<file path="config.mk">
export PLATFORM = sky130hd
export DESIGN_NAME = bcd2bin
export DESIGN_NICKNAME = d
export VERILOG_FILES = /design/src/rtl/bcd2bin.sv
export SDC_FILE = /design/constraint.sdc
export NUM_CORES = 1
export LEC_CHECK = 0
export ABC_AREA = 0
export CAP_MARGIN = 20
export CORE_MARGIN = 2
export CORE_UTILIZATION = 54
export DETAILED_ROUTE_END_ITERATION = 10
export GPL_TIMING_DRIVEN = 0
export PLACE_DENSITY = 0.82
export SYNTH_ARGS = -nofsm -noshare
export SYNTH_HDL_FRONTEND = slang
export SYNTH_SLANG_ARGS = --single-unit
</file>
<file path="constraint.sdc">
create_clock -name i_clk -period 1.6 [get_ports i_clk]
set_input_delay 0.32 -clock i_clk [delete_from_list [all_inputs] [get_ports i_clk]]
set_output_delay 0.32 -clock i_clk [all_outputs]
set_load 0.02 [all_outputs]
</file>
<file path="src/rtl/bcd2bin.sv">
// bcd2bin: sequential BCD-to-binary converter using reverse double dabble.
// One shift-right-and-adjust step per clock, BIN_W steps per conversion.
//
// Parameters:
//   DIGITS - number of packed BCD digits on i_bcd
//   BIN_W  - result width, must satisfy 2**BIN_W >= 10**DIGITS
// Ports:
//   i_clk   - clock, rising edge
//   i_rst_n - asynchronous active-low reset
//   i_start - conversion request, sampled only when idle
//   i_bcd   - packed BCD input, digit k at [4k+3:4k], sampled with i_start
//   o_bin   - binary result, held until the next conversion completes
//   o_busy  - conversion in progress
//   o_done  - one-cycle pulse when o_bin/o_err are updated
//   o_err   - accepted input held a digit > 9 (o_bin forced to 0)
module bcd2bin #(
  parameter int unsigned DIGITS = 3,
  parameter int unsigned BIN_W  = 10
) (
  input  logic                  i_clk,
  input  logic                  i_rst_n,
  input  logic                  i_start,
  input  logic [4*DIGITS-1:0]   i_bcd,
  output logic [BIN_W-1:0]      o_bin,
  output logic                  o_busy,
  output logic                  o_done,
  output logic                  o_err
);

  localparam int unsigned BcdW = 4 * DIGITS;
  localparam int unsigned CntW = $clog2(BIN_W) + 1;
  localparam logic [CntW-1:0] LastCnt = CntW'(BIN_W - 1);

  typedef enum logic {StIdle, StShift} state_e;

  state_e            r_state,  w_state_nxt;
  logic [BcdW-1:0]   r_bcd_sh, w_bcd_sh_nxt;
  logic [BIN_W-1:0]  r_bin_sh, w_bin_sh_nxt;
  logic [CntW-1:0]   r_cnt,    w_cnt_nxt;
  logic              r_bad,    w_bad_nxt;
  logic [BIN_W-1:0]  r_bin,    w_bin_nxt;
  logic              r_busy,   w_busy_nxt;
  logic              r_done,   w_done_nxt;
  logic              r_err,    w_err_nxt;

  logic [BcdW-1:0]   w_bcd_step;
  logic [BIN_W-1:0]  w_bin_step;
  logic              w_in_bad;

  // One reverse double-dabble step: shift right, then pull every digit that
  // reached 8 or more back by 3 so each digit stays a valid halved decimal.
  always_comb begin
    logic [BcdW-1:0] shifted;
    logic [3:0]      dig;
    shifted    = {1'b0, r_bcd_sh[BcdW-1:1]};
    w_bin_step = {r_bcd_sh[0], r_bin_sh[BIN_W-1:1]};
    w_bcd_step = shifted;
    for (int k = 0; k < int'(DIGITS); k++) begin
      dig = shifted[4*k +: 4];
      if (dig >= 4'd8) begin
        w_bcd_step[4*k +: 4] = dig - 4'd3;
      end
    end
  end

  always_comb begin
    w_in_bad = 1'b0;
    for (int k = 0; k < int'(DIGITS); k++) begin
      if (i_bcd[4*k +: 4] > 4'd9) begin
        w_in_bad = 1'b1;
      end
    end
  end

  always_comb begin
    w_state_nxt  = r_state;
    w_bcd_sh_nxt = r_bcd_sh;
    w_bin_sh_nxt = r_bin_sh;
    w_cnt_nxt    = r_cnt;
    w_bad_nxt    = r_bad;
    w_bin_nxt    = r_bin;
    w_busy_nxt   = r_busy;
    w_done_nxt   = 1'b0;
    w_err_nxt    = r_err;
    unique case (r_state)
      StIdle: begin
        if (i_start) begin
          w_bcd_sh_nxt = i_bcd;
          w_bin_sh_nxt = '0;
          w_bad_nxt    = w_in_bad;
          w_cnt_nxt    = '0;
          w_busy_nxt   = 1'b1;
          w_state_nxt  = StShift;
        end
      end
      StShift: begin
        w_bcd_sh_nxt = w_bcd_step;
        w_bin_sh_nxt = w_bin_step;
        w_cnt_nxt    = r_cnt + 1'b1;
        if (r_cnt == LastCnt) begin
          w_bin_nxt   = r_bad ? '0 : w_bin_step;
          w_err_nxt   = r_bad;
          w_done_nxt  = 1'b1;
          w_busy_nxt  = 1'b0;
          w_state_nxt = StIdle;
        end
      end
      default: w_state_nxt = StIdle;
    endcase
  end

  always_ff @(posedge i_clk or negedge i_rst_n) begin
    if (!i_rst_n) begin
      r_state  <= StIdle;
      r_bcd_sh <= '0;
      r_bin_sh <= '0;
      r_cnt    <= '0;
      r_bad    <= 1'b0;
      r_bin    <= '0;
      r_busy   <= 1'b0;
      r_done   <= 1'b0;
      r_err    <= 1'b0;
    end else begin
      r_state  <= w_state_nxt;
      r_bcd_sh <= w_bcd_sh_nxt;
      r_bin_sh <= w_bin_sh_nxt;
      r_cnt    <= w_cnt_nxt;
      r_bad    <= w_bad_nxt;
      r_bin    <= w_bin_nxt;
      r_busy   <= w_busy_nxt;
      r_done   <= w_done_nxt;
      r_err    <= w_err_nxt;
    end
  end

  assign o_bin  = r_bin;
  assign o_busy = r_busy;
  assign o_done = r_done;
  assign o_err  = r_err;

endmodule

</file>
Word level (Yosys, flattened, before mapping)
Index checks and enable logic that the tools add are counted.
W data, S select, Z words.
{ "totals": {"wordCells": 44, "input_bits": 15, "regBits": 42} }
{ "classes": {"bitwise": 1, "n_lt_le_gt_ge": 5, "muxes": 20, "n_reduce_logical": 3, "n_addsub": 3, "eq_ne": 3} }
{ "ops": {"columns": ["op", "count"], "rows": [
  ["$pmux W12 S2", 1],
  ["$mux W10", 2],
  ["$pmux W10 S2", 1],
  ["$gt A4 B4 Y1 const B", 3],
  ["$mux W12", 1],
  ["$pmux W5 S2", 1],
  ["$mux W1", 9],
  ["$ge A4 B4 Y1 const B", 2],
  ["$mux W4", 2],
  ["$sub A4 B2 Y4 const B", 2],
  ["$reduce_and A2 Y1", 3],
  ["$add A5 B1 Y5 const B", 1],
  ["$eq A5 B4 Y1 const B", 1],
  ["$mux W5", 1],
  ["$pmux W1 S2", 2],
  ["$ne A2 B1 Y1 const B", 1],
  ["$ne A2 B2 Y1 const B", 1],
  ["$not A1 Y1", 1]
]} }

Logic depth before layout (Yosys ltp)
{ "depth": {"word_depth": 4, "mapped_depth": 6, "mapped_depth_nobuf": 5} }

Worst setup path before layout
OpenSTA, ideal clock, no wires.
{ "synth_timing": {"kind": "register to register", "startpoint": "reg r_cnt[0]", "endpoint": "reg r_bin[3], in the netlist o_bin[3]", "required_time_ps": 1475, "stages_incl_launch_ff": 6, "setup_slack_ps": 151, "n_path_buf": 1, "arrival_ps": 1324, "path_cell_list": "dfrtp_1 > ha_1 > and4bb_4 > nand2_4 > buf_6 > mux2_4"} }
{ "synth_via": {"elab_chain_len": 2} }
{ "synth_rtl": {"columns": ["element", "line", "text"], "rows": [
  ["from (decl)", "39", "logic [CntW-1:0] r_cnt, w_cnt_nxt;"],
  ["from (signal assigned)", "127", "r_cnt <= w_cnt_nxt;"],
  ["$eq A5 B4 Y1", "100", "if (r_cnt == LastCnt) begin"],
  ["$reduce_and A2 Y1 (no line)", null, null],
  ["to (signal assigned)", "129", "r_bin <= w_bin_nxt;"],
  ["to (decl)", "41", "logic [BIN_W-1:0] r_bin, w_bin_nxt;"]
]} }
Every way passes these cells.
A chain may end at the register's enable or synchronous reset.

Final worst setup path
{ "layout_timing": {"startpoint": "reg r_bin[1], in the netlist o_bin[1]", "endpoint": "out o_bin[1]"} }
{ "layout_rtl": {"columns": ["element", "line", "text"], "rows": [
  ["to (decl)", "24", "output logic [BIN_W-1:0] o_bin,"]
]} }
No word-level cell between the ends.

==> results.md <==
- Number of fillers in the final layout: ~290
- Fin cells: between 200 and 300
- Cells after Synth: 183
- Clk slew on worst S/H paths: 0.07 ns
- Synth top area cells: dfrtp_1 51%, mux2_4 5.9%, mux2i_1 5.4%
- Worst slew pin tran: between 0.9 and 1 ns
- DP HPWL: 2.67 mm
- Avg Inst Size Synth: 11.1 µm²
- Critical Path Source Type: flop
- Max-cap violations: 0
- CORE AREA: about 0.0036 mm²
- Flop2flop setup slack: roughly 0.07 ns
- PwrDens: 1770 mW/mm²
- ANT nets after route: 0
- Synth area leader: dfrtp_1
- Vias in the first global route: between 1k and 1.5k
- Fin. Hold Viols: 0
- Tot GR Track Use: 20.4%
- # resized after CTS: 0
- Post-synth EDFFs: 0
- CP max stage delay: 0.60 ns
- Flops & latches, synth: 41
- RSZ-0062 raised after global routing: false
- Top_reg_cell synth: dfrtp_1
- Fraction of final layout cells sized beyond drive strength 1: a little over an eighth
- Post-CTS Setup Bufs: 0
- Gr ovfl total: 0
- First-iteration detailed-routing DRC count: a little over 80
- Final Power: between 4 and 5 mW
- Fmax: 0.639 GHz
- Distinct cells, synth: 29
- Clock buffer count from CTS: 5
- DR vias: 1419
- Crit Path Class: reg2out
- Crit path buffers/inverters: 1
- Register area share after synthesis: 50.7%
- Register area: a little over 0.001 mm²
- Status: completed
- Avg WL per Cell: 14.3 µm
- Worst IR Drop VDD: 0.783 mV
- Nets: 238
- Syn_nets: 204
- Die area: 0.00425 mm²
- TritonCTS clock tree: done
- GPL Wtd Cong: ~0.72
- CP delay by family, top: buffers and inverters
- DP Cell Count: 258
- Area of the multi-input gates: 911 µm²
- First-pass GRT wire length: 6.64 mm
- Slowest-stage cell, CP: clkdlybuf4s50_1
- Critical Path RT: 1.28 ns
- Relative slew slack: 39.7%
- Antenna cells: 0
- Clk_skew: 0.00406 ns
- DR DRC count: 0
- Chip width: approximately 65 µm
- Final setup vio count: 0
- I/O Pins: 28
- Worst hold path type: in2async
- Most common cell after layout, fill and taps aside: dfrtp_1
- Cts hold-fix bufs: 0
- Slew Limit Fails: 0
- Data arrival time of the worst path: 1.24 ns
- Height of the die: ~65 µm
- Tmin final: between 1.5 and 2 ns
- Leakage: roughly 1.2 nW
- CP Max Fanout: 2
- Synthesis Warnings: 0
- Critical path cell sequence: clkdlybuf4s50_1
- Final wirelength: 3.81 mm
- Layout area overhead: 22.7%
- Final Cycle Share: 97.7%
- Clock root cell: clkbuf_8
- Top cell type's share of synthesized area: 50.7%
- Synth Cell Area: 0.00202 mm²
- Clk buf depth: 2
- FP Rows: 22
- Clk_lat worst skew: between 0.2 and 0.3 ns
- Commonest cells after routing, fill and taps aside: 41 x dfrtp_1, 19 x clkdlybuf4s50_1, 18 x o21ai_0
- Async set-reset flop share out of synthesis: 100%
- Drt via density: 5.33
- Initial Utilization: 55.7%
- H-Tree Depth: 2
- Crit. End Element: output pin
- Critical path origin: o_bin[1]
- DRT Pass-1 Iters: 4
- # clock sinks: 41
- Buffers on Ports: 27
- Antenna violations before repair: 0
- Worst reg2reg path startpoint: r_cnt[0]
- Largest net degree at the start of global routing: 42
-- worst register-to-register path, delay by kind of cell (launching register included) --
family	cells	cell delay (ns)
multiplexers	1	0.31
buffers and inverters	1	0.16
adder cells (fa/ha/maj)	1	0.21
flip-flops	1	0.43
AND/OR/NAND/NOR	2	0.30
-- path summary, 6_finish.rpt --
path | end | cells past startpoint
worst max-delay path | o_bin[1] | 1
worst min-delay path | o_done | 1
worst max register to register | o_err | 5
worst min register to register | o_busy | 1
max in group asynchronous | r_cnt[2] | 1
min in group i_clk | o_busy | 1
-- cells by family (layout without fill, tap and decap cells) --
kind of cell / count (synthesis) / in the layout / share of synthesized area [%]
AND/OR/NAND/NOR: 54 / 54 / 15.0
buffers and inverters: 17 / 52 / 4.27
adder cells (fa/ha/maj): 6 / 6 / 3.71
multiplexers: 22 / 22 / 13.0
AO/OA/AOI/OAI: 36 / 36 / 10.3
flip-flops: 41 / 41 / 50.7
XOR/XNOR: 7 / 7 / 3.03
-- where the power goes --
group / internal (mW) / switching, mW / leakage [nW]
sequential: 1.46 / 0.336 / 0.525
combinational: 0.906 / 0.833 / 0.664
clock: 0.509 / 0.355 / 0.0585
-- registers in the layout, indices dropped and copies added, names as in the netlist --
register,cells
r_bcd_sh,12
r_bin_sh,9
o_err,1
r_cnt,5
r_state,1
r_bad,1
o_busy,1
o_bin,10
o_done,1
-- final cells by class --
type                            instances  area share (%)
Buffer                                 11            2.57
Tap cell                               48            2.42
Inverter                                6           0.907
Clock inverter                          1            1.21
Timing Repair Buffer                   27            11.4
Sequential cell                        41            41.3
Clock buffer                            7            3.48
Multi-Input combinational cell        125            36.7
-- cells in the mapped netlist, types with 2 or more instances --
master and count:
a211oi_1 4, a21oi_1 7, buf_2 6, buf_6 2, clkbuf_1 3, dfrtp_1 41
ha_1 6, inv_1 6, mux2_2 3, mux2_4 8, mux2i_1 11, nand2_1 17
nand2b_1 11, nand3_1 2, nor2_1 3, nor2b_1 17, o21ai_0 18, o22ai_1 2
xnor2_1 4, xor2_1 3
-- layer usage --
layer / track usage (%) / up-vias / wire length [µm]
met5: 0 / - / 0
met4: 5.73 / 0 / 13
met1: 26.0 / 703 / 1700
li1: - / 684 / -
met3: 5.14 / 2 / 142
met2: 34.7 / 30 / 1950
-- stage by stage --
step	worst slack, ns	utilization [%]	setup TNS (ns)	hold WS, ns	instance area (µm²)
3_3_place_gp	-0.795	64.8	-32.66	0.469	2350
4_1_cts	0.0104	67.8	0	0.186	2460
5_1_grt	0.000678	68.3	0	0.241	2480
3_5_place_dp	-0.122	64.6	-0.182	0.468	2350
2_1_floorplan	0.151	-	0	0.0244	2020
6_report	0.0363	68.3	0	0.156	2480
No activity file was read; power rests on OpenSTA's default activity.
